--- src/rtl/seq_key_search_pkg.sv ---
`default_nettype none
// ============================================================================
// Module      : seq_key_search_pkg
// Description : Shared types and constants for the sequential key search
//               controller: key width, FSM state encoding, table entry type.
// Revision    : 1.0 - initial release
// ============================================================================
package seq_key_search_pkg;

    localparam int KEY_W = 11;

    typedef enum logic [1:0] {
        S_IDLE   = 2'd0,
        S_SEARCH = 2'd1,
        S_RESP   = 2'd2
    } state_t;

    typedef struct packed {
        logic             valid;
        logic [KEY_W-1:0] key;
    } entry_t;

endpackage : seq_key_search_pkg
`default_nettype wire

--- src/rtl/comparator_11bit.sv ---
`default_nettype none
// ============================================================================
// Module      : comparator_11bit
// Description : Structural 11-bit equality comparator. One per-bit XNOR
//               stage followed by an AND reduction.
// Ports       : a, b  - operands (KEY_W bits)
//               eq    - 1 when a == b
// Revision    : 1.0 - initial release
// ============================================================================
module comparator_11bit
    import seq_key_search_pkg::*;
(
    input  logic [KEY_W-1:0] a,
    input  logic [KEY_W-1:0] b,
    output logic             eq
);

    logic [KEY_W-1:0] bit_eq;

    for (genvar i = 0; i < KEY_W; i++) begin : g_bit
        assign bit_eq[i] = ~(a[i] ^ b[i]);
    end

    assign eq = &bit_eq;

endmodule : comparator_11bit
`default_nettype wire

--- src/rtl/seq_key_search.sv ---
`default_nettype none
// ============================================================================
// Module      : seq_key_search
// Description : Sequential lookup controller over a DEPTH-entry key table.
//               A single shared comparator checks one entry per cycle,
//               scanning upward from index 0; the first valid match wins.
// Ports       : clk, rst_n            - clock, async active-low reset
//               wr_en/wr_idx/wr_key/wr_valid - table write port
//               req_valid/req_ready/req_key  - search request handshake
//               rsp_valid/rsp_ready/rsp_hit/rsp_idx - result handshake
//               busy                  - high in SEARCH or RESP
// Revision    : 1.0 - initial release
// ============================================================================
module seq_key_search
    import seq_key_search_pkg::*;
#(
    parameter  int DEPTH = 8,
    localparam int IDX_W = $clog2(DEPTH)
) (
    input  logic             clk,
    input  logic             rst_n,
    input  logic             wr_en,
    input  logic [IDX_W-1:0] wr_idx,
    input  logic [KEY_W-1:0] wr_key,
    input  logic             wr_valid,
    input  logic             req_valid,
    output logic             req_ready,
    input  logic [KEY_W-1:0] req_key,
    output logic             rsp_valid,
    input  logic             rsp_ready,
    output logic             rsp_hit,
    output logic [IDX_W-1:0] rsp_idx,
    output logic             busy
);

    state_t           state;
    state_t           next_state;
    entry_t           tbl [DEPTH];
    logic [KEY_W-1:0] key_q;
    logic [IDX_W-1:0] ptr;

    entry_t cur_entry;
    logic   key_eq;
    logic   match;
    logic   last;
    logic   accept;

    // Combinational read returns the pre-edge contents, so a write landing on
    // the entry under comparison is not seen until a later scan.
    assign cur_entry = tbl[ptr];
    assign last      = (ptr == IDX_W'(DEPTH - 1));
    assign match     = key_eq & cur_entry.valid;

    comparator_11bit u_cmp (
        .a  (key_q),
        .b  (cur_entry.key),
        .eq (key_eq)
    );

    always_ff @(posedge clk or negedge rst_n) begin
        if (!rst_n) begin
            state <= S_IDLE;
        end else begin
            state <= next_state;
        end
    end

    always_comb begin
        next_state = state;
        accept     = 1'b0;
        rsp_valid  = 1'b0;
        busy       = 1'b1;
        // Gated by rst_n so the requester sees not-ready while reset is held.
        req_ready  = 1'b0;
        case (state)
            S_IDLE: begin
                busy      = 1'b0;
                req_ready = rst_n;
                if (req_valid) begin
                    accept     = 1'b1;
                    next_state = S_SEARCH;
                end
            end
            S_SEARCH: begin
                if (match || last) begin
                    next_state = S_RESP;
                end
            end
            S_RESP: begin
                rsp_valid = 1'b1;
                if (rsp_ready) begin
                    next_state = S_IDLE;
                end
            end
            default: begin
                next_state = S_IDLE;
            end
        endcase
    end

    always_ff @(posedge clk or negedge rst_n) begin
        if (!rst_n) begin
            key_q   <= '0;
            ptr     <= '0;
            rsp_hit <= 1'b0;
            rsp_idx <= '0;
        end else if (accept) begin
            key_q <= req_key;
            ptr   <= '0;
        end else if (state == S_SEARCH) begin
            if (match) begin
                rsp_hit <= 1'b1;
                rsp_idx <= ptr;
            end else if (last) begin
                rsp_hit <= 1'b0;
                rsp_idx <= '0;
            end else begin
                ptr <= ptr + IDX_W'(1);
            end
        end
    end

    always_ff @(posedge clk or negedge rst_n) begin
        if (!rst_n) begin
            for (int i = 0; i < DEPTH; i++) begin
                tbl[i] <= '0;
            end
        end else if (wr_en && (int'(wr_idx) < DEPTH)) begin
            tbl[wr_idx] <= '{valid: wr_valid, key: wr_key};
        end
    end

endmodule : seq_key_search
`default_nettype wire

--- config.mk ---
export PLATFORM = sky130hd
export DESIGN_NAME = seq_key_search
export DESIGN_NICKNAME = d
export VERILOG_FILES = /design/src/rtl/seq_key_search_pkg.sv /design/src/rtl/comparator_11bit.sv /design/src/rtl/seq_key_search.sv
export SDC_FILE = /design/constraint.sdc
export NUM_CORES = 1
export LEC_CHECK = 0
export CELL_PAD_IN_SITES_DETAIL_PLACEMENT = 0
export CELL_PAD_IN_SITES_GLOBAL_PLACEMENT = 2
export CORE_MARGIN = 4
export CORE_UTILIZATION = 39
export CTS_CLUSTER_DIAMETER = 150
export DETAILED_ROUTE_END_ITERATION = 8
export PLACE_DENSITY = 0.75
export SKIP_LAST_GASP = 1
export SYNTH_ARGS = -nofsm -noshare
export SYNTH_HDL_FRONTEND = slang
export SYNTH_SLANG_ARGS = --single-unit
export TNS_END_PERCENT = 50
--- constraint.sdc ---
create_clock -name clk -period 2.3 [get_ports clk]
set_input_delay 0.23 -clock clk [delete_from_list [all_inputs] [get_ports clk]]
set_output_delay 0.23 -clock clk [all_outputs]
set_load 0.01 [all_outputs]
==> impl_metrics.env, run 1 <==
export IMPL_clock_latency_ns=0.41
export IMPL_drc=0
export IMPL_initialDrtViolationCount=129
export IMPL_min_path_type="in2reg"
export IMPL_crit_required_ns=2.59
export IMPL_grt_usage=0.156
export IMPL_nets=440
export IMPL_die_width_microns=125
export IMPL_worstSetupPathType="reg2reg"
export IMPL_worstMarginPinSlew_ns=0.606
export IMPL_pwr_density_cell_nw_per_um2=1190
export IMPL_swShare=0.274
export IMPL_maxCapViolCount=0
export IMPL_crit_path_max_fanout=5
export IMPL_ys_ff_latch=116
export IMPL_antenna_cells=0
export IMPL_cts_tree="yes"
export IMPL_regArea_sq_um=2910
export IMPL_syn_nets=363
export IMPL_power_frac_clock=0.318
export IMPL_fin_util=0.509
export IMPL_cts_sinks=116
export IMPL_relSlewSlack=0.596
export IMPL_io_pins=38
export IMPL_grt_max_degree=117
export IMPL_p_comb_frac=0.324
export IMPL_post_drt_wl_per_cell_microns=19.1
export IMPL_fin_cells=595
export IMPL_syn_area_per_cell_sq_um=16.1
export IMPL_cp_slowest_cell="or4_4"
export IMPL_route_met3_wl_microns=359
export IMPL_rsz0062_at_grt="yes"
export IMPL_report_final_slew_viol_count=0
export IMPL_numCtsBuffers=17
export IMPL_synth_warnings=0
export IMPL_crit_chain="buf_12 -> mux4_2 -> mux2i_1 -> xnor2_1 -> or4_4 -> o31ai_4 -> nand2_2 -> a22o_1"
export IMPL_cpPeakStageDelay_ns=0.54
export IMPL_p_seq_frac=0.358
export IMPL_net_switching_power_mw=2.21
export IMPL_arrival_ns=2.93
export IMPL_routed_wl_microns=11400
export IMPL_violations="negative setup slack"
export IMPL_syn_inst=330
export IMPL_cp_end_kind="flip-flop"
export IMPL_syn_to_final_growth_pct=27.8
export IMPL_setup_viol=9
export IMPL_worstSetupStartpointType="flip-flop"
export IMPL_vias_per_cell=5.11
export IMPL_leakagePower_nw=2.84
export IMPL_path_buf_inv=1
export IMPL_dr_pass1_iters=4
export IMPL_die_h_microns=125
export IMPL_nFillCells=1142
export IMPL_setup_ws_ns=-0.339
export IMPL_syn_area_sq_um=5300
export IMPL_wl_met2_microns=5670
export IMPL_antenna_found_initial=0
export IMPL_hold_path_startpoint="rsp_ready"
export IMPL_io_buffers=37
export IMPL_start_util=0.399
export IMPL_die_area_sq_um=15500
export IMPL_multi_input_area_sq_um=2310
export IMPL_ant_nets=0
export IMPL_grt_overflow=0
export IMPL_clock_path_buffers=2
export IMPL_top_layer_used="met4"
export IMPL_dp_cells=553
export IMPL_vdd_drop_max_mv=0.552
export IMPL_first_global_vias=3313
export IMPL_timing_final_crit_share=1.15
export IMPL_fmax_ghz=0.379
export IMPL_crit_family="simple AND/OR/NAND/NOR gates"
export IMPL_critPathLaunch="ptr[0]"
export IMPL_fin_tns_setup_ns=-2.41
export IMPL_r2r_start="ptr[0]"
export IMPL_p_int_mw=5.85
export IMPL_status="finished, violations left"
export IMPL_grt_pass1_wl_microns=18300
export IMPL_h_tree_depth=4
export IMPL_clk_pin_slew_worst_paths_ns=0.05
export IMPL_drive_above_1_share=0.482
export IMPL_ys_seq_area_frac=0.548
export IMPL_globalplace_congestion=0.721
export IMPL_wl_met1_microns=5240
export IMPL_finClkSkew_ns=0.00994
export IMPL_vias=3040
export IMPL_cts_root_buf="clkbuf_16"
export IMPL_hold_viol=0
export IMPL_std_cell_rows=42
export IMPL_synth_distinct_cells=36
export IMPL_dpl_hpwl_microns=7080
export IMPL_coreArea_sq_um=13300
export IMPL_fin_crit_ns=2.64
final timing paths:
| path | cells past startpoint | to | slack (ns) |
|---|---|---|---|
| min | 2 | state[1] | 0.40 |
| min in group asynchronous | 3 | tbl[74] | 0.48 |
| max | 8 | rsp_idx[1] | -0.34 |
| min reg2reg | 1 | tbl[78] | 0.50 |
| max in group asynchronous | 3 | ptr[0] | 1.37 |
| max reg2reg | 8 | rsp_idx[1] | -0.34 |
per-layer routing:
metal / up-vias / global-route usage
met4: 0 / 0.0542
met3: 11 / 0.0485
met5: - / 0
met1: 1585 / 0.196
met2: 45 / 0.254
li1: 1399 / -
what timing repair did:
item	4_1_cts	5_1_grt
setup endpoints to repair	9	9
hold buffers	1	0
pin swaps	2	9
gates resized for setup	6	6
cloned	1	0
endpoints found under the hold margin	116	0
setup buffers	5	5
cells in the mapped netlist:
master,n,area share
buf_2,3,0.0028
or4_4,1,0.0021
o211ai_1,1,0.0014
xnor2_1,4,0.0066
and2_0,1,0.0012
dfrtp_1,116,0.55
and2_1,1,0.0012
nor2_1,1,0.00071
ha_1,2,0.0047
clkbuf_1,5,0.0035
buf_1,5,0.0035
o21ai_0,5,0.0047
nand4_1,3,0.0035
o31ai_4,1,0.0040
buf_4,1,0.0014
a21oi_1,2,0.0019
inv_1,3,0.0021
nand2b_1,4,0.0047
mux4_1,9,0.045
a22o_1,3,0.0050
o31ai_1,1,0.0014
buf_6,1,0.0021
nand3_1,2,0.0019
buf_12,1,0.0038
xor2_1,7,0.012
nand2_1,2,0.0014
nor3_1,2,0.0019
mux2_2,108,0.23
o31a_1,1,0.0017
mux4_2,15,0.064
nor3b_1,2,0.0028
nor4_2,1,0.0024
nand2_2,1,0.0012
nor2b_1,1,0.0012
nand4b_1,3,0.0050
mux2i_1,11,0.021
metrics by stage:
step / cell area [sq um] / setup slack (ns) / total power [mW] / hold slack, ns
after global routing: 6770 / -0.458 / 8.50 / 0.414
after CTS: 6740 / -0.317 / 8.09 / 0.392
after floorplan: 5300 / -0.162 / 4.52 / -0.0656
after global placement: 6070 / -0.325 / 5.27 / 0.389
after detailed placement: 6070 / -0.382 / 5.31 / 0.393
final: 6770 / -0.339 / 8.06 / 0.401
power by group through the flow:
stage / combinational [mW] / clock [mW] / sequential [mW]
6_report: 2.61 / 2.56 / 2.89
5_1_grt: 2.83 / 2.72 / 2.95
4_1_cts: 2.58 / 2.62 / 2.88
3_5_place_dp: 2.40 / 0 / 2.91
3_3_place_gp: 2.38 / 0 / 2.89
2_1_floorplan: 1.73 / 0 / 2.79
cell type report:
cell class,instances,share of cell area
tap,176,0.0325
timing repair buffer,74,0.111
multi-input combinational,195,0.341
inverter,3,0.00166
sequential,116,0.429
clock inverter,10,0.0198
clock buffer,21,0.0650
cell families (layout without fill, tap and decap cells):
kind of cell / after synthesis / after routing / share of synthesized area
AND/OR/NAND/NOR: 25 / 25 / 0.0312
multiplexers: 143 / 143 / 0.359
flip-flops: 116 / 116 / 0.548
XOR/XNOR: 11 / 11 / 0.0182
adder cells (fa/ha/maj): 2 / 2 / 0.00472
buffers and inverters: 19 / 108 / 0.0194
AO/OA/AOI/OAI: 14 / 14 / 0.0201
cell usage in the layout (no fill, tap or decap), drive strengths merged, types with 3 or more instances in the layout:
master           n
a22o             3
buf             37
bufinv           3
clkbuf          21
clkdlybuf4s50   36
clkinv           5
dfrtp          116
inv              3
mux2           108
mux2i           11
mux4            24
nand2            3
nand2b           4
nand4            3
nand4b           3
o21ai            5
xnor2            4
xor2             7
state kept, by name, summed over array words and instances, names as in the netlist:
register	count
key_q	11
rsp_idx	3
tbl	96
state	2
ptr	3
rsp_hit	1
Power figures use the tool's default switching activity.
==> run 2, diff against run 1 <==
--- a/config.mk
+++ b/config.mk
@@ -7,7 +7,7 @@
 export LEC_CHECK = 0
 export CELL_PAD_IN_SITES_DETAIL_PLACEMENT = 0
 export CELL_PAD_IN_SITES_GLOBAL_PLACEMENT = 2
-export CORE_MARGIN = 4
+export CORE_MARGIN = 8
 export CORE_UTILIZATION = 39
 export CTS_CLUSTER_DIAMETER = 150
 export DETAILED_ROUTE_END_ITERATION = 8
==> run 2 against run 1 <==
- the flow still finishes with violations (negative setup slack)
- utilization rose by 0.63 points
- worst setup slack got worse by 0.028 ns
- routed wire length is 7.2% higher
- maximum frequency shrank 1.1%
- largest power group unchanged
==> impl_metrics.env, run 2 (same netlist as run 1, synthesis figures left out) <==
export IMPL_die_area_sq_um=17600
export IMPL_drc=0
export IMPL_start_util=0.400
export IMPL_worstSetupStartpointType="flip-flop"
export IMPL_crit_path_max_fanout=5
export IMPL_numCtsBuffers=17
export IMPL_fmax_ghz=0.375
export IMPL_ant_nets=0
export IMPL_min_path_type="in2reg"
export IMPL_dpl_cell_area_sq_um=6110
export IMPL_relSlewSlack=0.517
export IMPL_maxCapViolCount=0
export IMPL_grt_usage=0.147
export IMPL_die_width_microns=133
export IMPL_grt_pass1_wl_microns=19400
export IMPL_antenna_cells=0
export IMPL_path_common_cell="buf_4"
export IMPL_hold_path_startpoint="rsp_ready"
export IMPL_fin_tns_setup_ns=-2.80
export IMPL_p_seq_frac=0.350
export IMPL_std_cell_rows=42
export IMPL_regMostFlops="tbl"
export IMPL_top_regs="tbl: 96 flops, key_q: 11 flops"
export IMPL_r2r_start="ptr[0]"
export IMPL_drive_above_1_share=0.492
export IMPL_coreArea_sq_um=13200
export IMPL_path_buf_inv=2
export IMPL_vias=3074
export IMPL_cts_root_buf="clkbuf_16"
export IMPL_antenna_found_initial=0
export IMPL_io_pins=38
export IMPL_swShare=0.276
export IMPL_timing_final_crit_share=1.16
export IMPL_die_h_microns=133
export IMPL_vdd_drop_max_mv=0.554
export IMPL_dpl_hpwl_microns=7790
export IMPL_rrSetupSlack_ns=-0.37
export IMPL_h_tree_depth=4
export IMPL_rsz0062_at_grt="yes"
export IMPL_syn_to_final_growth_pct=28.9
export IMPL_cp_end_kind="flip-flop"
export IMPL_final_common_cell="dfrtp_1"
export IMPL_power_frac_clock=0.326
export IMPL_layout_common_cells="dfrtp_1 (114), mux2_2 (108), clkdlybuf4s50_1 (36)"
export IMPL_pwr_density_cell_nw_per_um2=1210
export IMPL_clk_pin_slew_worst_paths_ns=0.05
export IMPL_crit_chain="buf_4 -> mux4_1 -> mux2i_1 -> xor2_1 -> nand4_1 -> buf_4 -> o31ai_4 -> nand2_2 -> a22o_1"
export IMPL_p_int_mw=5.98
export IMPL_report_final_slew_viol_count=0
export IMPL_leakagePower_nw=2.86
export IMPL_cts_tree="yes"
export IMPL_vias_per_cell=5.17
export IMPL_arrival_ns=2.97
export IMPL_grt_max_degree=117
export IMPL_dp_slack_ns=-0.433
export IMPL_worstMarginPinSlew_ns=0.724
export IMPL_setup_viol=9
export IMPL_multi_input_area_sq_um=2330
export IMPL_initialDrtViolationCount=201
export IMPL_violations="negative setup slack"
export IMPL_first_global_vias=3399
export IMPL_globalplace_congestion=0.724
export IMPL_cp_slowest_cell="mux4_1"
export IMPL_worstSetupPathType="reg2reg"
export IMPL_post_drt_wl_per_cell_microns=20.5
export IMPL_fin_area_sq_um=6830
export IMPL_largest_reg_flops=96
export IMPL_nFillCells=1126
export IMPL_clock_latency_ns=0.41
export IMPL_hold_viol=0
export IMPL_io_buffers=37
export IMPL_hold_ws_ns=0.425
export IMPL_crit_family="multiplexers"
export IMPL_clock_path_buffers=2
export IMPL_crit_required_ns=2.60
export IMPL_net_switching_power_mw=2.28
export IMPL_status="finished, violations left"
export IMPL_setup_ws_ns=-0.368
export IMPL_dr_pass1_iters=4
export IMPL_nets=439
export IMPL_fin_crit_ns=2.67
export IMPL_grt_overflow=0
export IMPL_routed_wl_microns=12200
export IMPL_finClkSkew_ns=0.00512
export IMPL_cts_sinks=116
export IMPL_regArea_sq_um=2910
export IMPL_cpPeakStageDelay_ns=0.59
export IMPL_p_comb_frac=0.324
export IMPL_critPathLaunch="ptr[0]"
run 2: cell count changes in the layout (fill, tap and decap cells not counted), sizes merged:
| cell | before | now |
|---|---|---|
| buf | 37 | 35 |
| clkbuf | 21 | 24 |
| clkinv | 5 | 4 |
run 2: worst paths after layout:
kind                              endpoint  cells past startpoint
worst min register to register     tbl[50]                      1
min in group asynchronous          tbl[53]                      3
max in group asynchronous           ptr[1]                      3
worst max-delay path            rsp_idx[2]                      9
worst min-delay path              state[1]                      2
worst max register to register  rsp_idx[2]                      9
run 2: routing by layer:
| metal | track usage | part of all wire |
|---|---|---|
| met1 | 0.184 | 0.46 |
| met2 | 0.231 | 0.49 |
| met3 | 0.0477 | 0.037 |
| met4 | 0.0580 | 0.013 |
| met5 | 0 | 0 |
run 2: area by class of cell:
class                           instances  share of cell area
Clock buffer                           23              0.0715
Clock inverter                          9              0.0183
Inverter                                3             0.00165
Multi-Input combinational cell        195               0.341
Sequential cell                       116               0.425
Tap cell                              176              0.0322
Timing Repair Buffer                   73               0.110
run 2: power groups by stage:
stage	Sequential [mW]	Clock [mW]	Combinational, mW
3_3_place_gp	2.89	0	2.43
4_1_cts	2.88	2.76	2.67
3_5_place_dp	2.90	0	2.49
6_report	2.89	2.69	2.67
5_1_grt	2.96	2.85	2.87
2_1_floorplan	2.79	0	1.73
run 2: timing repair:
action,in CTS,in global routing
gates resized for setup,9,3
setup endpoints to repair,9,9
hold buffers,1,0
gates cloned,0,1
buffers inserted,5,2
endpoints found under the hold margin,7,0
pin swaps,8,7
run 2: metrics by stage:
stage	instances	utilization	total power [mW]
finish	595	0.516	8.26
global route	595	0.516	8.68
CTS	594	0.514	8.32
detailed placement	556	0.461	5.39
global placement	556	0.461	5.32
floorplan	330	-	4.52
run 2: worst register-to-register path: stages (launching register included):
cell	delay [ns]
dfrtp_1	0.39
buf_4	0.17
mux4_1	0.59
mux2i_1	0.19
xor2_1	0.27
nand4_1	0.13
buf_4	0.17
o31ai_4	0.30
nand2_2	0.12
a22o_1	0.22
